==> src/rtl/data_proc_run_ctrl.sv <==
// data_proc_run_ctrl: ap_ctrl_hs run sequencer for the data_proc HLS kernel.
// Issues a programmed number of kernel runs (or runs continuously until stopped), counts
// completions, and aborts a stuck run when the deadlock monitor's block output persists.
// Optional feature macro: DATA_PROC_RUN_CYCLE_CNT_EN enables the per-run cycle counter that
// drives last_run_cycles; without it last_run_cycles is tied to 0.
module data_proc_run_ctrl #(
   parameter int unsigned RUN_CNT_W      = 16,
   parameter int unsigned WDOG_W         = 20,
   parameter int unsigned WDOG_LIMIT     = 4096,
   parameter int unsigned RECOVER_CYCLES = 16
) (
   input  logic                 clock,
   input  logic                 reset,
   input  logic                 cfg_start,
   input  logic                 cfg_stop,
   input  logic                 cfg_continuous,
   input  logic [RUN_CNT_W-1:0] cfg_num_runs,
   output logic                 ap_start,
   input  logic                 ap_ready,
   input  logic                 ap_done,
   input  logic                 ap_idle,
   input  logic                 dl_block,
   output logic                 kernel_rst,
   output logic                 busy,
   output logic                 done_pulse,
   output logic                 deadlock_flag,
   output logic [RUN_CNT_W-1:0] run_count,
   output logic [31:0]          last_run_cycles
);

   localparam int unsigned RecW = (RECOVER_CYCLES > 1) ? $clog2(RECOVER_CYCLES) : 1;
   localparam logic [WDOG_W-1:0] WdogLast = WDOG_W'(WDOG_LIMIT - 1);
   localparam logic [RecW-1:0]   RecLast  = RecW'(RECOVER_CYCLES - 1);

   typedef enum logic [2:0] {StIdle, StIssue, StWait, StRecover, StFinish} state_e;

   state_e                 state_q;
   logic [RUN_CNT_W-1:0]   num_runs_q;
   logic                   cont_q;
   logic                   stop_pend_q;
   logic [WDOG_W-1:0]      wdog_q;
   logic [RecW-1:0]        rec_q;

   logic [WDOG_W-1:0]      wdog_inc;
   logic                   wdog_trip;
   logic [RUN_CNT_W-1:0]   run_inc;
   logic                   seq_end;
   logic                   run_done;

   // ap_idle is informational only; it never steers sequencing
   logic unused_ap_idle;
   assign unused_ap_idle = ap_idle;

   // Watchdog trip, run completion and end-of-sequence decisions for the current cycle
   always_comb begin
      wdog_inc  = wdog_q + 1'b1;
      wdog_trip = dl_block && (wdog_q == WdogLast);
      run_inc   = run_count + 1'b1;
      // A stop arriving together with ap_done still ends the sequence after this run
      seq_end   = (!cont_q && (run_inc == num_runs_q)) || stop_pend_q || cfg_stop;
      // Completion: ap_done in WAIT, or ap_done in the same cycle the start is accepted
      run_done  = ap_done && ((state_q == StWait) ||
                              ((state_q == StIssue) && ap_start && ap_ready));
   end

   // Sequencer FSM; every output is a register updated here
   always_ff @(posedge clock) begin
      if (reset) begin
         state_q       <= StIdle;
         ap_start      <= 1'b0;
         kernel_rst    <= 1'b0;
         busy          <= 1'b0;
         done_pulse    <= 1'b0;
         deadlock_flag <= 1'b0;
         run_count     <= '0;
         num_runs_q    <= '0;
         cont_q        <= 1'b0;
         stop_pend_q   <= 1'b0;
         wdog_q        <= '0;
         rec_q         <= '0;
      end else begin
         unique case (state_q)
            StIdle: begin
               wdog_q <= '0;
               if (cfg_start && ((cfg_num_runs != '0) || cfg_continuous)) begin
                  num_runs_q    <= cfg_num_runs;
                  cont_q        <= cfg_continuous;
                  run_count     <= '0;
                  deadlock_flag <= 1'b0;
                  busy          <= 1'b1;
                  state_q       <= StIssue;
               end
            end
            StIssue, StWait: begin
               if (cfg_stop) stop_pend_q <= 1'b1;
               // Consecutive block cycles are counted across ISSUE/WAIT hand-offs
               wdog_q <= dl_block ? wdog_inc : '0;
               if (wdog_trip) begin
                  state_q       <= StRecover;
                  ap_start      <= 1'b0;
                  deadlock_flag <= 1'b1;
                  kernel_rst    <= 1'b1;
                  rec_q         <= '0;
                  wdog_q        <= '0;
               end else if (run_done) begin
                  ap_start  <= 1'b0;
                  run_count <= run_inc;
                  if (seq_end) begin
                     state_q    <= StFinish;
                     done_pulse <= 1'b1;
                     wdog_q     <= '0;
                  end else begin
                     state_q <= StIssue;
                  end
               end else if (state_q == StIssue) begin
                  if (ap_start && ap_ready) begin
                     ap_start <= 1'b0;
                     state_q  <= StWait;
                  end else begin
                     ap_start <= 1'b1;
                  end
               end
            end
            StRecover: begin
               if (rec_q == RecLast) begin
                  state_q     <= StIdle;
                  kernel_rst  <= 1'b0;
                  busy        <= 1'b0;
                  stop_pend_q <= 1'b0;
               end else begin
                  rec_q <= rec_q + 1'b1;
               end
            end
            StFinish: begin
               state_q     <= StIdle;
               done_pulse  <= 1'b0;
               busy        <= 1'b0;
               stop_pend_q <= 1'b0;
            end
            default: begin
               state_q    <= StIdle;
               ap_start   <= 1'b0;
               kernel_rst <= 1'b0;
               busy       <= 1'b0;
               done_pulse <= 1'b0;
            end
         endcase
      end
   end

`ifdef DATA_PROC_RUN_CYCLE_CNT_EN
   logic [31:0] cyc_q;

   // Per-run cycle counter: 1 in the first ap_start cycle, saturating; captured on completion
   always_ff @(posedge clock) begin
      if (reset) begin
         cyc_q           <= '0;
         last_run_cycles <= '0;
      end else begin
         if ((state_q == StIssue) && !ap_start && !wdog_trip) begin
            cyc_q <= 32'd1;
         end else if (cyc_q != '1) begin
            cyc_q <= cyc_q + 1'b1;
         end
         if (run_done && !wdog_trip) last_run_cycles <= cyc_q;
      end
   end
`else
   assign last_run_cycles = '0;
`endif

endmodule

==> config.mk <==
export PLATFORM = sky130hd
export DESIGN_NAME = data_proc_run_ctrl
export DESIGN_NICKNAME = d
export VERILOG_FILES = /design/src/rtl/data_proc_run_ctrl.sv
export SDC_FILE = /design/constraint.sdc
export NUM_CORES = 1
export LEC_CHECK = 0
export BUFFER_PORTS_ARGS = -buffer_cell sky130_fd_sc_hd__buf_4
export CORE_MARGIN = 8
export CORE_UTILIZATION = 55
export CTS_CLUSTER_DIAMETER = 40
export CTS_CLUSTER_SIZE = 12
export DETAILED_ROUTE_END_ITERATION = 8
export GPL_TIMING_DRIVEN = 0
export HOLD_SLACK_MARGIN = 0.08
export PLACE_DENSITY = 0.79
export SYNTH_ARGS = -nofsm -noshare
export SYNTH_HDL_FRONTEND = slang
export SYNTH_SLANG_ARGS = --single-unit
==> constraint.sdc <==
create_clock -name clock -period 2.8 [get_ports clock]
set_clock_uncertainty 0.05 [all_clocks]
set_input_delay 0.14 -clock clock [delete_from_list [all_inputs] [get_ports clock]]
set_output_delay 0.14 -clock clock [all_outputs]
set_load 0.005 [all_outputs]
Word level (Yosys, flattened, before mapping)
Cells that the tools add are included.
Operators by class
  add/subtract/negate cells: 3
  equality and inequality tests: 17
  mux-type cells: 38
  bitwise gates (word level): 4
  reductions and logical operators: 31
Operator list (number)
  20-bit two-way mux: 4
  16-bit two-way mux: 3
  20-bit one-hot mux with 2 select lines: 1
  16-bit one-hot mux with 2 select lines: 1
  3-bit two-way mux: 7
  20-bit by 1-bit adder with 20-bit output (second input constant): 1
  20-bit by 12-bit equality test with 1-bit output (second input constant): 1
  16-bit by 1-bit adder with 16-bit output (second input constant): 1
  16-bit equality test: 1
  2-bit != test (second input constant): 8
  16-bit nonzero test: 1
  3-bit AND reduction: 5
  1-bit two-way mux: 12
  4-bit AND reduction: 3
  1-bit one-hot mux with 3 select lines: 3
  3-bit one-hot mux with 3 select lines: 1
  4-bit two-way mux: 2
  4-bit != test (second input constant): 2
  4-bit one-hot mux with 2 select lines: 1
  1-bit logical AND: 7
  3-bit by 2-bit equality test with 1-bit output (second input constant): 2
  1-bit one-hot mux with 2 select lines: 3
  2-bit OR reduction: 3
  4-bit by 1-bit adder with 4-bit output (second input constant): 1
  other kinds (11): 19
Word-level totals
  register bits after elaboration: 66
  input port bits: 25
  word-level logic and storage cells: 105

Logic depth before layout (Yosys ltp)
Gate-level depths: netlist of run 1.
  depth after elaboration: 9
  depth in mapped cells: 10

Worst setup path before layout of run 1
Ideal clock, no wire load.
  kind: reg2reg
  start: register run_count[0]
  end: register wdog_q[12]
  data arrival time: 2194 ps
  required time: 2631 ps
  slack: 437 ps
  cell stages (with the launch flop): 10
  path buffers: 1
  period minus slack after synthesis: 2363 ps
  cells stage by stage: dfxtp_1 -> ha_1 -> nand3_1 -> a211oi_1 -> o2bb2ai_1 -> nor4_2 -> a31oi_4 -> buf_6 -> o221ai_2 -> nand2_1
Between the ends
  cells in the longest elaborated chain, start to end: 9
RTL lines
  start: declaration: line 27  | output logic [RUN_CNT_W-1:0] run_count,
  start signal: assignment: line 107  | run_count <= run_inc;
  16-bit by 1-bit adder with 16-bit output: line 58  | run_inc = run_count + 1'b1;
  16-bit equality test: line 60  | seq_end = (!cont_q && (run_inc == num_runs_q)) || stop_pend_q || cfg_stop;
  1-bit logical AND: line 60
  1-bit logical OR (2 in series): line 60
  20-bit two-way mux: line 108  | if (seq_end) begin
  20-bit two-way mux: line 105  | end else if (run_done) begin
  20-bit two-way mux: line 98  | if (wdog_trip) begin
  20-bit one-hot mux with 2 select lines: line 82  | unique case (state_q)
  end signal: assignment: line 97  | wdog_q <= dl_block ? wdog_inc : '0;
  end: declaration: line 41  | logic [WDOG_W-1:0] wdog_q;
No other way between the ends.
A chain may end at the register's enable or synchronous reset.

Final worst setup path of run 1
  start: register run_count[1]
  end: register wdog_q[16]
The elaborated chain is that of the path after synthesis.

==> results.md, run 1 <==
- Run status: finished, final reports clean
- Effective utilization at floorplan: 0.561
- TritonCTS clock tree: yes
- Overall overflow remaining after global route: 0
- Worst max-slew margin expressed relative to the limit: 0.478
- Detailed-routing iteration count for the pre-antenna-repair pass: 5
- CTS Buffer Depth: 2
- Endpoint arrival time on the critical path: 2.87 ns
- Deepest level of the CTS H-tree: 3
- Final design utilization: 0.715
- Gate Count Post-Synth: 498
- Setup slack after placement: -0.0838 ns
- Critical path cell sequence: ha_2, nand3_2, nor3_1, o211ai_1, a211oi_2, a31oi_4, buf_6, o221ai_2, nand2_1
- # placed instances: ~670
- Total Routed Length: about 11 mm
- Required time at the endpoint of the critical path: 3.00 ns
- Number of nets in the finished design: roughly 640
- Worst hold slack: around 0.16 ns
- Critical setup path kind: flop to flop
- Crit-path slowest cell: sky130_fd_sc_hd__dfxtp_1
- Worst Setup Slack, final: 0.135 ns
- Cell chosen for the clock root: sky130_fd_sc_hd__clkbuf_8
- Worst min-delay path class: primary input to flop
- Final-report hold violation count: 0
- Area taken by flip-flops and latches: 1320 sq um
- Setup Viol. Count Final: 0
- Number of routed nets with antenna violations: 0
- Post-DR vias/cell: approximately 5.5
- Post-synth top flop: sky130_fd_sc_hd__dfxtp_1
- Maximum number of pins on one net before global-route repair: 13
- Synthesized flop and latch total: 66
- Post-detailed-placement half-perimeter wirelength: 7.54 mm
- CP startpoint kind: flop
- Num rows: 31
- Number of different library cells in the post-synthesis netlist: 59
- Avg WL per Cell: 15.2 um
- Number of port buffers: 44
- Multi-input logic area: 2500 sq um
- Via count of the first global-routing pass: 3627
- Core region area: 7180 sq um
- Post-route total power: between 3 and 4 mW
- Number of pins with negative max-slew slack in the final report: 0
- Highest cell delay on the worst timing path: 0.47 ns
- Detailed router's first-iteration violation count: around 200
- Number of antenna violations at the first check in global routing: 0
- Non-filler instance count after layout: 711
- Die outline width: roughly 100 um
- Total non-filler cell area in the finished layout: 5130 sq um
- Endpoint class of the critical path: flop
- Static leakage power: ~2.1 nW
- Routability Congestion: 0.874
- Synth Area per Inst: 8.08 sq um
- Placement-stage cell area: approximately 4600 sq um
- Highest attainable clock frequency: 0.375 GHz
- Ratio of final minimum period to clock period: 0.952
- Maximum capacitance violations: 0
- Total number of vias: approximately 3900
- Layout Area Growth over Synthesis: 27.5%
- Worst hold stages: 5
- Num CTS Buffers: 9
- Number of cells on the worst reg-to-reg path: 9
- Clock network latency to the later pin of the worst-skew pair: between 0.3 and 0.4 ns
- Number of enable flip-flop cells after synthesis: 0
- Worst-Margin Slew: 0.783 ns
- Layout fillers: about 530
- Power Dens Cells: 611 nW/um^2
- Cell accounting for the most synthesized area: sky130_fd_sc_hd__dfxtp_1
- Count of pins on the block boundary: 78
- Synth Cell Area: 4020 sq um
- Drc violations: 0
- Area share of the leading cell type in the synthesized netlist: 0.328
- Global-route wire length before repair: 17.5 mm
- Worst supply voltage drop on vdd: 0.000418 V
- DIE AREA: 10300 sq um
- Share of synthesized registers carrying an async set or reset: 0
- Sequential share of the synthesized area: 0.328
- Chip Height: 102 um
- Largest driver fanout on the critical path: 10
- Antenna diode count: 0
- Shortest period the worst path allows: 2.67 ns
- Largest cells by area after synthesis: sky130_fd_sc_hd__dfxtp_1, sky130_fd_sc_hd__buf_4, sky130_fd_sc_hd__xnor2_1, sky130_fd_sc_hd__nand2_1, sky130_fd_sc_hd__nor2_1
- Share of post-route cells with drive strength above 1: 0.221
- Total of warnings raised by yosys: 0
- Clock tree sinks: 66
- Tot GR Track Use: 0.212
- Final total negative setup slack: 0 ns
- Clock transition time at the flip-flop clock pins of the worst setup and hold paths: 0.08 ns
==> layout by cell type (no fill, tap or decap), types with 5 or more instances in the layout <==
cell type and instances:
sky130_fd_sc_hd__xnor2_1 27, sky130_fd_sc_hd__nor2b_1 8, sky130_fd_sc_hd__o211ai_1 6, sky130_fd_sc_hd__nor2_1 55, sky130_fd_sc_hd__and2_1 12, sky130_fd_sc_hd__o221ai_2 9
sky130_fd_sc_hd__o21ai_0 10, sky130_fd_sc_hd__nor3_1 12, sky130_fd_sc_hd__clkbuf_8 11, sky130_fd_sc_hd__dlygate4sd3_1 20, sky130_fd_sc_hd__xor2_1 7, sky130_fd_sc_hd__nand3b_1 8
sky130_fd_sc_hd__conb_1 32, sky130_fd_sc_hd__buf_2 6, sky130_fd_sc_hd__nand4_1 7, sky130_fd_sc_hd__dfxtp_1 65, sky130_fd_sc_hd__buf_4 81, sky130_fd_sc_hd__o21ai_1 17
sky130_fd_sc_hd__inv_1 6, sky130_fd_sc_hd__nand3_1 14, sky130_fd_sc_hd__mux2i_1 15, sky130_fd_sc_hd__and3_1 5, sky130_fd_sc_hd__nor4_1 6, sky130_fd_sc_hd__or3_1 5
sky130_fd_sc_hd__nand2_1 59, sky130_fd_sc_hd__clkbuf_1 10, sky130_fd_sc_hd__a21oi_1 30
==> cell usage after synthesis (all sizes together) (2+ instances only) <==
cell	instances
a31oi	3
dfxtp	66
o211ai	6
o21ai	28
nor2	57
nor2b	8
nand4b	2
or2	3
a41oi	2
o21a	3
and3	5
o221ai	12
nand3b	8
buf	41
nand4	8
and2	12
a21oi	30
nor3b	3
clkbuf	14
nand2b	3
a211oi	5
xor2	7
ha	3
or3	5
xnor2	27
nand2	59
nor4	10
a211o	2
nor3	14
or4	3
nand3	17
mux2i	15
inv	6
==> state kept, by name, indices dropped and copies added (netlist names) <==
register / cells
wdog_q: 20
num_runs_q: 16
run_count: 16
rec_q: 4
state_q: 3
ap_start: 1
busy: 1
cont_q: 1
deadlock_flag: 1
done_pulse: 1
kernel_rst: 1
stop_pend_q: 1
==> logic make-up (layout without fill, tap and decap cells) <==
logic type               after synthesis  after routing  share of synthesized area
AND/OR/NAND/NOR                      219            219                      0.285
other                                  1             32                   0.000932
buffers and inverters                 61            144                     0.0905
flip-flops                            66             66                      0.328
AO/OA/AOI/OAI                         99             99                      0.174
adder cells (fa/ha/maj)                3              3                    0.00933
XOR/XNOR                              34             34                     0.0740
multiplexers                          15             15                     0.0373
==> per-layer routing <==
layer / wire length, um / vias to the layer above / GRT usage
li1: - / 1919 / -
met1: 4700 / 1834 / 0.255
met2: 5250 / 128 / 0.356
met3: 691 / 23 / 0.0426
met4: 191 / 0 / 0.0939
met5: 0 / - / 0
==> worst paths after layout <==
check / start / endpoint / slack [ns]
setup reg to reg: run_count[1] / wdog_q[16] / 0.13
hold / removal: dl_block / wdog_q[0] / 0.16
setup / recovery: run_count[1] / wdog_q[16] / 0.13
hold reg to reg: deadlock_flag / deadlock_flag / 0.41
==> timing repair <==
| action | CTS | global route |
|---|---|---|
| buffers inserted | 0 | 5 |
| endpoints found under the setup margin | 14 | 42 |
| endpoints found under the hold margin | 19 | 0 |
| pin swaps | 0 | 3 |
| gates resized for setup | 3 | 10 |
| hold buffers | 20 | 0 |
==> critical path, delay by kind of cell, from the launching register on <==
kind | cells | cell delay [ns]
AOI/OAI and AO/OA | 4 | 0.89
adders and majority gates | 1 | 0.31
buffers and inverters | 1 | 0.22
DFF | 1 | 0.47
and+or+nand+nor | 3 | 0.60
==> where the power goes <==
group          switching [mW]  total, mW  internal [mW]
sequential             0.0721       1.10           1.03
combinational           0.582      0.989          0.407
clock                   0.402       1.05          0.647
total                    1.06       3.13           2.08
==> final cells by class <==
class                      instances  area share
tap                               99      0.0241
inverter                           6     0.00439
sequential                        66       0.258
buffer                            53      0.0659
multi-input combinational        402       0.487
timing repair buffer              69       0.111
clock inverter                     5      0.0210
clock buffer                      11      0.0295
No activity file was read; power rests on OpenSTA's default activity.
==> run 2: changes to the inputs <==
CORE_MARGIN = 1   (was 8)
clock period = 3.37 ns   (was 2.8 ns; I/O delays follow)
==> run 2 against run 1 <==
Against the previous run: final area fell by 2.2%; highest routed layer unchanged; largest power group unchanged; clock power is 24% lower; wire length down 4.9%.
==> results.md, run 2 (synthesized netlist as in run 1, its figures left out) <==
- Maximum number of pins on one net before global-route repair: 12
- Number of port buffers: 44
- Power Dens Cells: 501 nW/um^2
- Most common cell after layout, fill and taps aside: sky130_fd_sc_hd__buf_4
- Largest driver fanout on the critical path: 10
- Drc violations: 0
- Worst supply voltage drop on vdd: roughly 0.00032 V
- Multi-input logic area: ~2500 sq um
- Endpoint class of the critical path: flop
- Endpoint arrival time on the critical path: between 3 and 4 ns
- Num rows: 30
- Deepest level of the CTS H-tree: 3
- Post-CTS repair timing setup buffer count: 0
- Via count of the first global-routing pass: 3495
- Worst setup path startpoint: wdog_q[0]
- Number of pins with negative max-slew slack in the final report: 0
- Critical R2R Launch: wdog_q[0]
- Startpoint of the lowest-slack hold path: reset
- Worst max-slew margin expressed relative to the limit: 0.497
- Global-route wire length before repair: 16.5 mm
- Post-detailed-placement half-perimeter wirelength: 7.04 mm
- Die outline width: about 88 um
- Highest attainable clock frequency: 0.339 GHz
- CTS Buffer Depth: 2
- Share of post-route cells with drive strength above 1: 0.201
- Worst-Margin Slew: 0.755 ns
- Effective utilization at floorplan: 0.579
- Count of pins on the block boundary: 78
- Sum of met3 wire segment lengths after detailed routing: 676 um
- RSZ-0062 raised after global routing: no
- Ratio of final minimum period to clock period: 0.876
- TritonCTS clock tree: yes
- CP startpoint kind: flop
- Maximum capacitance violations: 0
- Tot GR Track Use: 0.279
- Final total negative setup slack: 0 ns
- DIE AREA: 7660 sq um
- Clock tree sinks: 66
- Num CTS Buffers: 9
- Static leakage power: between 2 and 2.5 nW
- Resized cells post-CTS: 0
- Number of antenna violations at the first check in global routing: 0
- Max FFs per register: 20
- Detailed router's first-iteration violation count: 290
- Total length of routed met2 wires: 5.06 mm
- Chip Height: 87.5 um
- Area taken by flip-flops and latches: 1320 sq um
- Clock network latency to the later pin of the worst-skew pair: 0.35 ns
- Routability Congestion: between 0.8 and 0.9
- Final-report hold violation count: 0
- Cell chosen for the clock root: sky130_fd_sc_hd__clkbuf_8
- Number of routed nets with antenna violations: 0
- Core region area: 6940 sq um
- Post-DR vias/cell: 5.57
- Top register by number of flip-flops: wdog_q
- Highest metal layer with signal wires: met4
- Total number of vias: 3924
- Required time at the endpoint of the critical path: 3.53 ns
- Total non-filler cell area in the finished layout: 5020 sq um
- Run status: finished, final reports clean
- Critical setup path kind: flop to flop
- Antenna diode count: 0
- Post-route total power: 2.51 mW
- Layout Area Growth over Synthesis: 24.7%
- Final design utilization: 0.723
- Clock transition time at the flip-flop clock pins of the worst setup and hold paths: 0.08 ns
- Layout fillers: between 500 and 600
- Placement-stage cell area: between 4000 and 5000 sq um
- Avg WL per Cell: 14.6 um
- Total Routed Length: 10.3 mm
- Shortest period the worst path allows: 2.95 ns
- Setup Viol. Count Final: 0
- Met1 routed wirelength after detailed routing: 4.39 mm
- Worst min-delay path class: primary input to flop
- Commonest cells after routing, fill and taps aside: sky130_fd_sc_hd__buf_4, sky130_fd_sc_hd__dfxtp_1, sky130_fd_sc_hd__nand2_1
- Detailed-routing iteration count for the pre-antenna-repair pass: 6
- Largest registers: wdog_q x20, num_runs_q x16, run_count x16
- Overall overflow remaining after global route: 0
- Number of nets in the finished design: between 600 and 700
-- run 2: cell types whose count changed in the layout (fill, tap and decap cells not counted), sizes merged --
cell	delta
clkbuf	+2
buf	-4
inv	-2
clkinv	+1
bufinv	-1
dlygate4sd3	-1
clkinvlp	+1
-- run 2: worst paths after layout --
path,endpoint,slack [ns],cells after the start
min reg2reg,deadlock_flag,0.41,2
max reg2reg,run_count[2],0.42,10
min,wdog_q[2],0.09,4
max,run_count[2],0.42,10
-- run 2: routing by layer --
| metal | global-route usage | up-vias |
|---|---|---|
| met1 | 0.357 | 1822 |
| li1 | - | 1910 |
| met5 | 0 | - |
| met2 | 0.459 | 170 |
| met4 | 0.0939 | 0 |
| met3 | 0.0692 | 22 |
-- run 2: area by class of cell --
class	count	area share
Sequential cell	66	0.263
Multi-Input combinational cell	402	0.489
Clock buffer	12	0.0329
Timing Repair Buffer	63	0.104
Clock inverter	4	0.0145
Buffer	55	0.0681
Inverter	6	0.00449
Tap cell	96	0.0239
-- run 2: stage by stage --
stage	std cells	setup WS [ns]	hold slack [ns]
after CTS	704	0.473	0.0906
after floorplan	529	1.01	0.262
final	704	0.418	0.0860
after global routing	704	0.121	0.100
after detailed placement	669	0.489	0.364
after global placement	669	0.516	0.360
-- run 2: repair_timing --
item / 4_1_cts / 5_1_grt
hold endpoints to repair: 17 / 0
endpoints found under the setup margin: 0 / 0
hold buffers: 19 / 0
-- run 2: worst max-delay path, stage by stage (launching register included) --
cell and delay, ns:
sky130_fd_sc_hd__dfxtp_1 0.39, sky130_fd_sc_hd__ha_1 0.23, sky130_fd_sc_hd__and3_1 0.20, sky130_fd_sc_hd__nand4_1 0.30
sky130_fd_sc_hd__nor2_1 0.47, sky130_fd_sc_hd__or2_1 0.16, sky130_fd_sc_hd__clkbuf_1 0.36, sky130_fd_sc_hd__buf_2 0.34
sky130_fd_sc_hd__nor2_1 0.07, sky130_fd_sc_hd__o21ai_1 0.14, sky130_fd_sc_hd__a21oi_1 0.09
-- run 2: power breakdown --
| part | internal, mW | switching (mW) | leakage [nW] |
|---|---|---|---|
| Combinational | 0.326 | 0.480 | 1.40 |
| Sequential | 0.851 | 0.0597 | 0.535 |
| Clock | 0.476 | 0.319 | 0.119 |
==> run 3: changes to the inputs <==
CORE_ASPECT_RATIO = 0.5   (was default)
PLACE_DENSITY = 0.88   (was 0.79)
clock period = 3.15 ns   (was 3.37 ns; I/O delays follow)
==> run 3 against run 2 <==
Against the previous run: sequential share of layout area decreased by 0.25 points; utilization is 1.3 points higher; critical path depth decreased by 1; hold slack better by 0.011 ns; sequential cell count is the same; cell count is 0.71% lower; clock power increased by 21%; highest routed layer unchanged.
==> results.md, run 3 (synthesized netlist as in run 1, its figures left out) <==
- Required time at the endpoint of the critical path: 3.35 ns
- CP startpoint kind: flop
- Final total negative setup slack: 0 ns
- Detailed router's first-iteration violation count: 309
- Commonest cells after routing, fill and taps aside: sky130_fd_sc_hd__buf_4, sky130_fd_sc_hd__dfxtp_1, sky130_fd_sc_hd__nand2_1
- Number of antenna violations at the first check in global routing: 0
- Post-DR vias/cell: 5.60
- Detailed-routing iteration count for the pre-antenna-repair pass: 5
- Antenna diode count: 0
- Maximum number of pins on one net before global-route repair: 12
- Worst max-slew margin expressed relative to the limit: 0.511
- Number of pins with negative max-slew slack in the final report: 0
- Most common cell after layout, fill and taps aside: sky130_fd_sc_hd__buf_4
- Num rows: 21
- Worst hold slack: 0.0974 ns
- Avg WL per Cell: 14.7 um
- Num CTS Buffers: 9
- Number of routed nets with antenna violations: 0
- Endpoint class of the critical path: flop
- Run status: finished, final reports clean
- Number of port buffers: 44
- Via count of the first global-routing pass: ~3700
- Layout fillers: roughly 510
- Critical path cell sequence: ha_1, and3_1, nand4_1, nor2_2, nand2_1, nand2_1, clkbuf_1, o21ai_1, a21oi_1
- Setup slack after placement: ~0.28 ns
- Routability Congestion: around 0.9
- Final-report hold violation count: 0
- Share of post-route cells with drive strength above 1: 0.203
- DIE AREA: 7680 sq um
- Final design utilization: 0.736
- Ratio of final minimum period to clock period: 0.926
- Crit-path slowest cell: sky130_fd_sc_hd__clkbuf_1
- Clock network latency to the later pin of the worst-skew pair: 0.34 ns
- Setup Viol. Count Final: 0
- Post-CTS repair timing setup buffer count: 0
- Top register by number of flip-flops: wdog_q
- Overall overflow remaining after global route: 0
- Power Dens Cells: ~550 nW/um^2
- Deepest level of the CTS H-tree: 3
- Highest cell delay on the worst timing path: 0.47 ns
- Cell chosen for the clock root: sky130_fd_sc_hd__clkbuf_16
- Drc violations: 0
- Die outline width: about 120 um
- Worst Setup Slack, final: 0.233 ns
- Chip Height: 62.5 um
- Core region area: roughly 6900 sq um
- Max FFs per register: 20
- Total number of vias: 3912
- Top cell by count, worst path: sky130_fd_sc_hd__nand2_1
- Global-route wire length before repair: around 17 mm
- Critical setup path kind: flop to flop
- CP Buf/Inv Count: 1
- Shortest period the worst path allows: 2.92 ns
- Worst-Margin Slew: 0.733 ns
- Count of pins on the block boundary: 78
- Clock transition time at the flip-flop clock pins of the worst setup and hold paths: 0.05 ns
- Largest registers: wdog_q x20, num_runs_q x16, run_count x16
- Maximum capacitance violations: 0
- Cell family contributing the most delay on the critical path: simple AND/OR/NAND/NOR gates
- Total Routed Length: ~10 mm
- RSZ-0062 raised after global routing: no
- Largest driver fanout on the critical path: 10
- Highest attainable clock frequency: 0.343 GHz
- CTS Buffer Depth: 2
- Endpoint arrival time on the critical path: 3.12 ns
- Post-route total power: 2.80 mW
- Post-detailed-placement half-perimeter wirelength: 6.93 mm
- Tot GR Track Use: 0.285
- Clock tree sinks: 66
- Effective utilization at floorplan: 0.584
- Worst supply voltage drop on vdd: 0.000391 V
- Layout Area Growth over Synthesis: 25.9%
- TritonCTS clock tree: yes
- Number of nets in the finished design: 630
- Static leakage power: around 2.1 nW
- Worst min-delay path class: primary input to flop
run 3: cell count changes in the layout (fill, tap and decap cells not counted):
cell	before	now
sky130_fd_sc_hd__bufinv_16	2	0
sky130_fd_sc_hd__clkbuf_1	14	13
sky130_fd_sc_hd__clkbuf_16	0	9
sky130_fd_sc_hd__clkbuf_8	12	3
sky130_fd_sc_hd__clkinv_2	1	2
sky130_fd_sc_hd__clkinvlp_4	1	2
sky130_fd_sc_hd__nor2_1	57	56
sky130_fd_sc_hd__nor2_2	0	1
run 3: metrics by stage:
stage	std cells	area, sq um
floorplan	529	4140
global placement	665	4580
detailed placement	665	4580
CTS	700	5070
global route	699	5060
finish	699	5060
run 3: area by class of cell:
type	instances	area, sq um	share of cell area
Buffer	54	338	0.0667
Clock buffer	12	267	0.0526
Clock inverter	4	25.0	0.00494
Inverter	6	22.5	0.00445
Multi-Input combinational cell	402	2460	0.485
Sequential cell	66	1320	0.261
Tap cell	92	115	0.0227
Timing Repair Buffer	63	520	0.103
run 3: layer usage:
layer / up-vias / wire, um / GRT usage
li1: 1909 / - / -
met1: 1796 / 4290 / 0.340
met2: 175 / 4920 / 0.472
met3: 32 / 792 / 0.0858
met4: 0 / 254 / 0.123
met5: - / 0 / 0
run 3: timing repair:
| action | 4_1_cts | 5_1_grt |
|---|---|---|
| gates resized for setup | 0 | 1 |
| hold buffers | 19 | 0 |
| setup endpoints to repair | 0 | 9 |
| hold endpoints to repair | 17 | 0 |
run 3: power breakdown:
part / switching (mW) / total [mW] / leakage [nW] / internal, mW
Sequential: 0.0616 / 0.974 / 0.535 / 0.912
Clock: 0.371 / 0.965 / 0.141 / 0.594
Combinational: 0.509 / 0.857 / 1.40 / 0.348
Total: 0.942 / 2.80 / 2.08 / 1.85
run 3: path summary, 6_finish.rpt:
check | from | endpoint | slack, ns | depth (start not counted)
setup / recovery | wdog_q[0] | run_count[9] | 0.23 | 9
hold / removal | reset | wdog_q[2] | 0.1 | 4
setup reg to reg | wdog_q[0] | run_count[9] | 0.23 | 9
hold reg to reg | deadlock_flag | deadlock_flag | 0.42 | 2
run 3: worst reg2reg max path, stage by stage (launching register included):
cell	delay (ns)
sky130_fd_sc_hd__dfxtp_1	0.39
sky130_fd_sc_hd__ha_1	0.23
sky130_fd_sc_hd__and3_1	0.21
sky130_fd_sc_hd__nand4_1	0.32
sky130_fd_sc_hd__nor2_2	0.36
sky130_fd_sc_hd__nand2_1	0.15
sky130_fd_sc_hd__nand2_1	0.28
sky130_fd_sc_hd__clkbuf_1	0.47
sky130_fd_sc_hd__o21ai_1	0.19
sky130_fd_sc_hd__a21oi_1	0.18
